<file path="src/rtl/updown_count_pkg.sv">
// Shared types and constants for the two-digit up/down count sequencer.
// Latency: n/a (declarations only).
// Backpressure: n/a.
package updown_count_pkg;

    typedef enum logic [2:0] {
        ST_IDLE  = 3'd0,
        ST_LOAD  = 3'd1,
        ST_RUN   = 3'd2,
        ST_PAUSE = 3'd3,
        ST_DONE  = 3'd4
    } state_t;

    // Highest count value; the counter wraps here in both directions
    localparam int MAX_VAL_DEF = 99;

    // Active-low 7-segment codes, bit order gfedcba
    localparam logic [6:0] SEG_BLANK = 7'b1111111;
    localparam logic [6:0] SEG_0     = 7'b1000000;
    localparam logic [6:0] SEG_1     = 7'b1111001;
    localparam logic [6:0] SEG_2     = 7'b0100100;
    localparam logic [6:0] SEG_3     = 7'b0110000;
    localparam logic [6:0] SEG_4     = 7'b0011001;
    localparam logic [6:0] SEG_5     = 7'b0010010;
    localparam logic [6:0] SEG_6     = 7'b0000010;
    localparam logic [6:0] SEG_7     = 7'b1111000;
    localparam logic [6:0] SEG_8     = 7'b0000000;
    localparam logic [6:0] SEG_9     = 7'b0010000;

endpackage

</file>
<file path="src/rtl/updown_count_ctrl_seg7_decode.sv">
// BCD digit to active-low 7-segment code (gfedcba); non-decimal codes blank.
// Latency: combinational.
// Backpressure: none.
module seg7_decode
    import updown_count_pkg::*;
(
    input  logic [3:0] bcd,
    output logic [6:0] seg_n
);

    // Table lookup; anything above 9 blanks the display
    always_comb begin
        seg_n = SEG_BLANK;
        case (bcd)
            4'd0:    seg_n = SEG_0;
            4'd1:    seg_n = SEG_1;
            4'd2:    seg_n = SEG_2;
            4'd3:    seg_n = SEG_3;
            4'd4:    seg_n = SEG_4;
            4'd5:    seg_n = SEG_5;
            4'd6:    seg_n = SEG_6;
            4'd7:    seg_n = SEG_7;
            4'd8:    seg_n = SEG_8;
            4'd9:    seg_n = SEG_9;
            default: seg_n = SEG_BLANK;
        endcase
    end

endmodule

</file>
<file path="src/rtl/updown_count_ctrl.sv">
// Load/run/pause/done sequencer for a 0..MAX_VAL up/down counter with BCD and 7-seg outputs.
// Latency: start -> LOAD next edge, count valid one edge later; first step TICK_DIV cycles into RUN.
// Backpressure: none; commands are single-cycle pulses acted on at the next edge.
module updown_count_ctrl
    import updown_count_pkg::*;
#(
    parameter int TICK_DIV = 50_000_000,
    parameter int MAX_VAL  = MAX_VAL_DEF
) (
    input  logic       clk,
    input  logic       reset,
    input  logic       start,
    input  logic       pause,
    input  logic       ud,
    input  logic       auto_stop,
    input  logic [6:0] start_value,
    input  logic [6:0] stop_value,
    output logic [6:0] count,
    output logic [3:0] digit0,
    output logic [3:0] digit1,
    output logic [6:0] seg0,
    output logic [6:0] seg1,
    output logic       running,
    output logic       done
);

    localparam int              PW         = $clog2(TICK_DIV);
    localparam logic [PW-1:0]   PRESC_LAST = PW'(TICK_DIV - 1);
    localparam logic [6:0]      MAX_CNT    = 7'(MAX_VAL);

    state_t          state_q, state_d;
    logic [6:0]      count_q, count_d;
    logic [PW-1:0]   presc_q, presc_d;
    logic            running_q, running_d;
    logic            done_q, done_d;
    logic [6:0]      step_val;

    // Value the counter moves to on a step, wrapping at 0 and MAX_VAL
    always_comb begin
        if (ud) begin
            step_val = (count_q == 7'd0) ? MAX_CNT : count_q - 7'd1;
        end else begin
            step_val = (count_q == MAX_CNT) ? 7'd0 : count_q + 7'd1;
        end
    end

    // Next-state logic: start always wins; a step finishes before pause/done take over
    always_comb begin
        state_d = state_q;
        count_d = count_q;
        presc_d = presc_q;
        case (state_q)
            ST_IDLE: begin
                if (start) state_d = ST_LOAD;
            end
            ST_LOAD: begin
                count_d = (start_value > MAX_CNT) ? MAX_CNT : start_value;
                presc_d = '0;
                state_d = ST_RUN;
            end
            ST_RUN: begin
                if (start) begin
                    state_d = ST_LOAD;
                end else if (presc_q == PRESC_LAST) begin
                    presc_d = '0;
                    count_d = step_val;
                    if (auto_stop && (step_val == stop_value)) begin
                        state_d = ST_DONE;
                    end else if (pause) begin
                        state_d = ST_PAUSE;
                    end
                end else if (pause) begin
                    // prescaler freezes at its current value
                    state_d = ST_PAUSE;
                end else begin
                    presc_d = presc_q + PW'(1);
                end
            end
            ST_PAUSE: begin
                if (start) begin
                    state_d = ST_LOAD;
                end else if (pause) begin
                    state_d = ST_RUN;
                end
            end
            ST_DONE: begin
                if (start) state_d = ST_LOAD;
            end
            default: begin
                state_d = ST_IDLE;
            end
        endcase
        running_d = (state_d == ST_RUN);
        done_d    = (state_d == ST_DONE) && (state_q != ST_DONE);
    end

    // State, counter, prescaler and registered status flags
    always_ff @(posedge clk) begin
        if (reset) begin
            state_q   <= ST_IDLE;
            count_q   <= 7'd0;
            presc_q   <= '0;
            running_q <= 1'b0;
            done_q    <= 1'b0;
        end else begin
            state_q   <= state_d;
            count_q   <= count_d;
            presc_q   <= presc_d;
            running_q <= running_d;
            done_q    <= done_d;
        end
    end

    assign count   = count_q;
    assign running = running_q;
    assign done    = done_q;
    assign digit1  = 4'(count_q / 7'd10);
    assign digit0  = 4'(count_q % 7'd10);

    seg7_decode u_seg0 (
        .bcd   (digit0),
        .seg_n (seg0)
    );

    seg7_decode u_seg1 (
        .bcd   (digit1),
        .seg_n (seg1)
    );

endmodule

</file>
<file path="config.mk">
export PLATFORM = sky130hd
export DESIGN_NAME = updown_count_ctrl
export DESIGN_NICKNAME = d
export VERILOG_FILES = /design/src/rtl/updown_count_pkg.sv /design/src/rtl/updown_count_ctrl_seg7_decode.sv /design/src/rtl/updown_count_ctrl.sv
export SDC_FILE = /design/constraint.sdc
export NUM_CORES = 1
export LEC_CHECK = 0
export ABC_AREA = 1
export BUFFER_PORTS_ARGS = -buffer_cell sky130_fd_sc_hd__buf_2
export CORE_ASPECT_RATIO = 1.4
export CORE_MARGIN = 3
export CORE_UTILIZATION = 55
export CTS_CLUSTER_DIAMETER = 150
export DETAILED_ROUTE_END_ITERATION = 8
export HOLD_SLACK_MARGIN = 0.1
export PLACE_DENSITY = 0.79
export SYNTH_ARGS = -nofsm -noshare
export SYNTH_HDL_FRONTEND = slang
export SYNTH_SLANG_ARGS = --single-unit
</file>
<file path="constraint.sdc">
create_clock -name clk -period 6.9 [get_ports clk]
set_input_delay 0.345 -clock clk [delete_from_list [all_inputs] [get_ports clk]]
set_output_delay 0.345 -clock clk [all_outputs]
set_load 0.005 [all_outputs]
</file>
==> key figures <==
Outcome
  • Outcome: finished, final reports clean

Drt
  • Residual DRC: 0
  • Number of DRC markers in iteration 0: 140
  • Number of nets with antenna violations after detailed routing: 0
  • Average via count per standard cell: 5.66
  • Total via count after detailed routing: 3704
  • Post-detailed-routing wire length: 9410 um
  • Number of iterations in the first detailed-routing pass: 7
  • Average wire per standard cell: 14.4 um

Die
  • Vertical die dimension: 102 um
  • Row count: 34
  • Chip Width: 74.6 um
  • Core Footprint: 6300 um^2
  • Initial Utilization: 0.575
  • Area enclosed by the die boundary: 7600 um^2
  • Top-level port count: 51

Critical path
  • Maximum fanout count along the critical path: 9
  • Type of destination of the critical path: output pin
  • Cells traversed along the worst timing path: inv_4 -> a21oi_2 -> nand2_4 -> nand2_4 -> nand2_2 -> nand2_4 -> clkinv_4 -> nand2_8 -> nand2_8 -> nand2_4 -> nand2_1 -> inv_2 -> ha_1 -> inv_1 -> nand3_4 -> nand3_4 -> nand2_1 -> nand2_1 -> ha_1 -> inv_1 -> nand3_1 -> nand3_1 -> nand2_2 -> buf_2
  • Critical Path AT: 3.47 ns
  • Element type at the critical path start: flop
  • Worst setup path class: reg -> out
  • Crit-path max cell delay: 0.64 ns
  • Slowest library cell on the worst path: sky130_fd_sc_hd__dfxtp_1
  • Worst-case reg-to-reg path depth: 10
  • Cell repeated most along the worst path: sky130_fd_sc_hd__nand2_4
  • WP data required: 6.55 ns

Final layout
  • Final core area utilization: 0.628
  • ANT cells: 0
  • Fraction of final layout cells with drive strength greater than 1: 0.199
  • Count of nets after finishing: 616
  • Final design instance area without fill: 3960 um^2
  • Layout overhead on the synthesized area: 9.26%
  • Final instance count without filler cells: 654

Clock network
  • Max Root-Sink Buffers: 2
  • CTS Root Buffer Type: sky130_fd_sc_hd__clkbuf_8
  • CTS clock-pin slew for the worst setup and hold paths: 0.08 ns
  • Post-CTS setup-driven buffer insertion count: 0
  • Clock insertion delay at the later pin of the skew report: 0.30 ns
  • Number of buffers created by CTS: 5
  • Clock sinks: 38
  • Count of H-tree levels built during CTS: 2
  • Resized cells post-CTS: 0
  • CTS tree: yes
  • Hold_buf cts: 0

Timing
  • Hold Worst Slack: 0.356 ns
  • Setup Skew: 0.0104 ns
  • Total setup violations reported at the end of the flow: 0
  • Minimum setup slack in the final design: 3.09 ns
  • Fin crit period: 3.81 ns
  • RSZ-0062 raised after global routing: no
  • Number of pins exceeding their max-slew limit in the final report: 0
  • Relative slew slack: 0.361
  • Fraction of the cycle the final worst path needs: 0.553
  • Peak Freq: 262 MHz
  • Tightest Pin Transition: 0.953 ns
  • Final hold violation count: 0
  • Accumulated negative setup slack: 0 ns

Synthesis
  • Post-Syn Instances: 542
  • Cell with the most instances after synthesis: sky130_fd_sc_hd__nand2_1
  • Leading area contributor after synthesis: sky130_fd_sc_hd__dfxtp_1
  • Area fraction in compound gates after synthesis: 0.117
  • Biggest area contributors in the synthesized netlist: sky130_fd_sc_hd__dfxtp_1, sky130_fd_sc_hd__nand2_1, sky130_fd_sc_hd__nand3_1
  • Async set or reset register ratio after synthesis: 0
  • Parity-gate share of the synthesized area counting xor and xnor cells: 0.0633
  • Post-Synth Simple-Gate Area: 0.447
  • Largest family of logic cells by synthesized area: simple AND/OR/NAND/NOR gates
  • Fraction of synthesized cell area taken by the top area cell type: 0.210
  • Main flop type after synthesis: sky130_fd_sc_hd__dfxtp_1
  • Synthesized area per cell: 6.68 um^2
  • Most numerous cell types in the synthesized netlist: sky130_fd_sc_hd__nand2_1, sky130_fd_sc_hd__inv_1, sky130_fd_sc_hd__nand3_1
  • Number of enable-type register cells in the synthesized netlist: 0
  • Register area share after synthesis: 0.210
  • Count of distinct cell types in the synthesized netlist: 50
  • Mapped Nets: 577
  • Post-synthesis adder-cell area fraction: 0.0518
  • Synth warn: 0
  • Netlist area before placement: 3620 um^2
  • Number of flip-flops and latches in the synthesized netlist: 38
  • Mux share of post-synthesis cell area: 0

GRT
  • First-pass GRT wire length: 15400 um
  • Total global-route track usage: 0.255
  • Number of antenna violations at the first check in global routing: 0
  • GRT Residual Overflow: 0
  • Pin count of the biggest net entering global routing: 28
  • Vias in the first global route: 3524

Placement
  • Post-DP Area: 3860 um^2
  • Cell Count Post-Placement: 646
  • Estimated wirelength of the detail-placed design: 7410 um
  • Number of I/O port buffers: 50
  • Setup WS pre-CTS: 3.41 ns
  • Routability-driven placement congestion ratio: 0.918

Flow run
  • Count of maximum capacitance violations: 0

Pwr
  • Leakage: 1.76 nW
  • Power, Total: 0.924 mW
  • Peak supply drop: 114 uV
  • Power per cell area: 234 nW/um^2

Min path
  • Number of cells traversed by the worst hold path: 3
  • Type of the worst min-delay path: in -> reg
worst paths after layout:
kind | slack, ns | endpoint | startpoint
max | 3.09 | seg0[3] | count[4]
min reg2reg | 0.51 | presc_q[25] | presc_q[25]
max reg2reg | 3.32 | presc_q[12] | state_q[1]
min | 0.36 | count[4] | start_value[4]
sequential cells by signal, indices dropped and copies added, names as in the netlist:
register / flops
done: 1
presc_q: 26
count: 7
running: 1
state_q: 3
layer usage:
metal	GRT usage	up-vias	wire length, um	part of all wire
met2	0.504	114	5170	0.55
met1	0.262	1687	3530	0.37
met5	0	-	0	0
met3	0.0207	30	359	0.038
li1	-	1873	-	-
met4	0.110	0	350	0.037
final cells by class:
class                   count  area (um^2)
multi-input cells         412         2460
fillers                   609         2340
flip-flops and latches     38          761
inverters                  73          297
repair buffers             51          258
well taps                  72         90.1
clock buffers               7         86.3
clock inverters             1         5.00
layout by cell type (no fill, tap or decap), types with 11 or more instances in the layout:
| cell | synthesis | layout |
|---|---|---|
| sky130_fd_sc_hd__nand2_1 | 105 | 105 |
| sky130_fd_sc_hd__inv_1 | 62 | 62 |
| sky130_fd_sc_hd__nand3_1 | 50 | 50 |
| sky130_fd_sc_hd__buf_2 | 3 | 50 |
| sky130_fd_sc_hd__nor2_1 | 49 | 49 |
| sky130_fd_sc_hd__dfxtp_1 | 38 | 38 |
| sky130_fd_sc_hd__nand4_1 | 27 | 27 |
| sky130_fd_sc_hd__o21ai_0 | 27 | 27 |
| sky130_fd_sc_hd__a21oi_1 | 26 | 26 |
| sky130_fd_sc_hd__xor2_1 | 16 | 16 |
| sky130_fd_sc_hd__nor3_1 | 15 | 15 |
| sky130_fd_sc_hd__ha_1 | 15 | 15 |
| sky130_fd_sc_hd__nand2_4 | 11 | 11 |
| sky130_fd_sc_hd__nand2_2 | 11 | 11 |
cell families after synthesis:
kind of cell,after synthesis
simple gates,298
buf+inv,92
compound gates,75
flops,38
xor+xnor,24
fa+ha+maj,15
report_power, final:
| part | total [mW] | internal [mW] | switching [mW] | leakage (nW) |
|---|---|---|---|---|
| registers | 0.242 | 0.226 | 0.0154 | 0.308 |
| clock network | 0.159 | 0.0806 | 0.0783 | 0.0482 |
| logic | 0.523 | 0.206 | 0.318 | 1.41 |
| total | 0.924 | 0.513 | 0.411 | 1.76 |
critical path: cells and delay by family (launching register included):
family / cells / cell delay (ns)
buf+inv: 6 / 0.45
fa+ha+maj: 2 / 0.40
simple gates: 15 / 1.42
flops: 1 / 0.64
compound gates: 1 / 0.25
No activity file was read; power rests on OpenSTA's default activity.
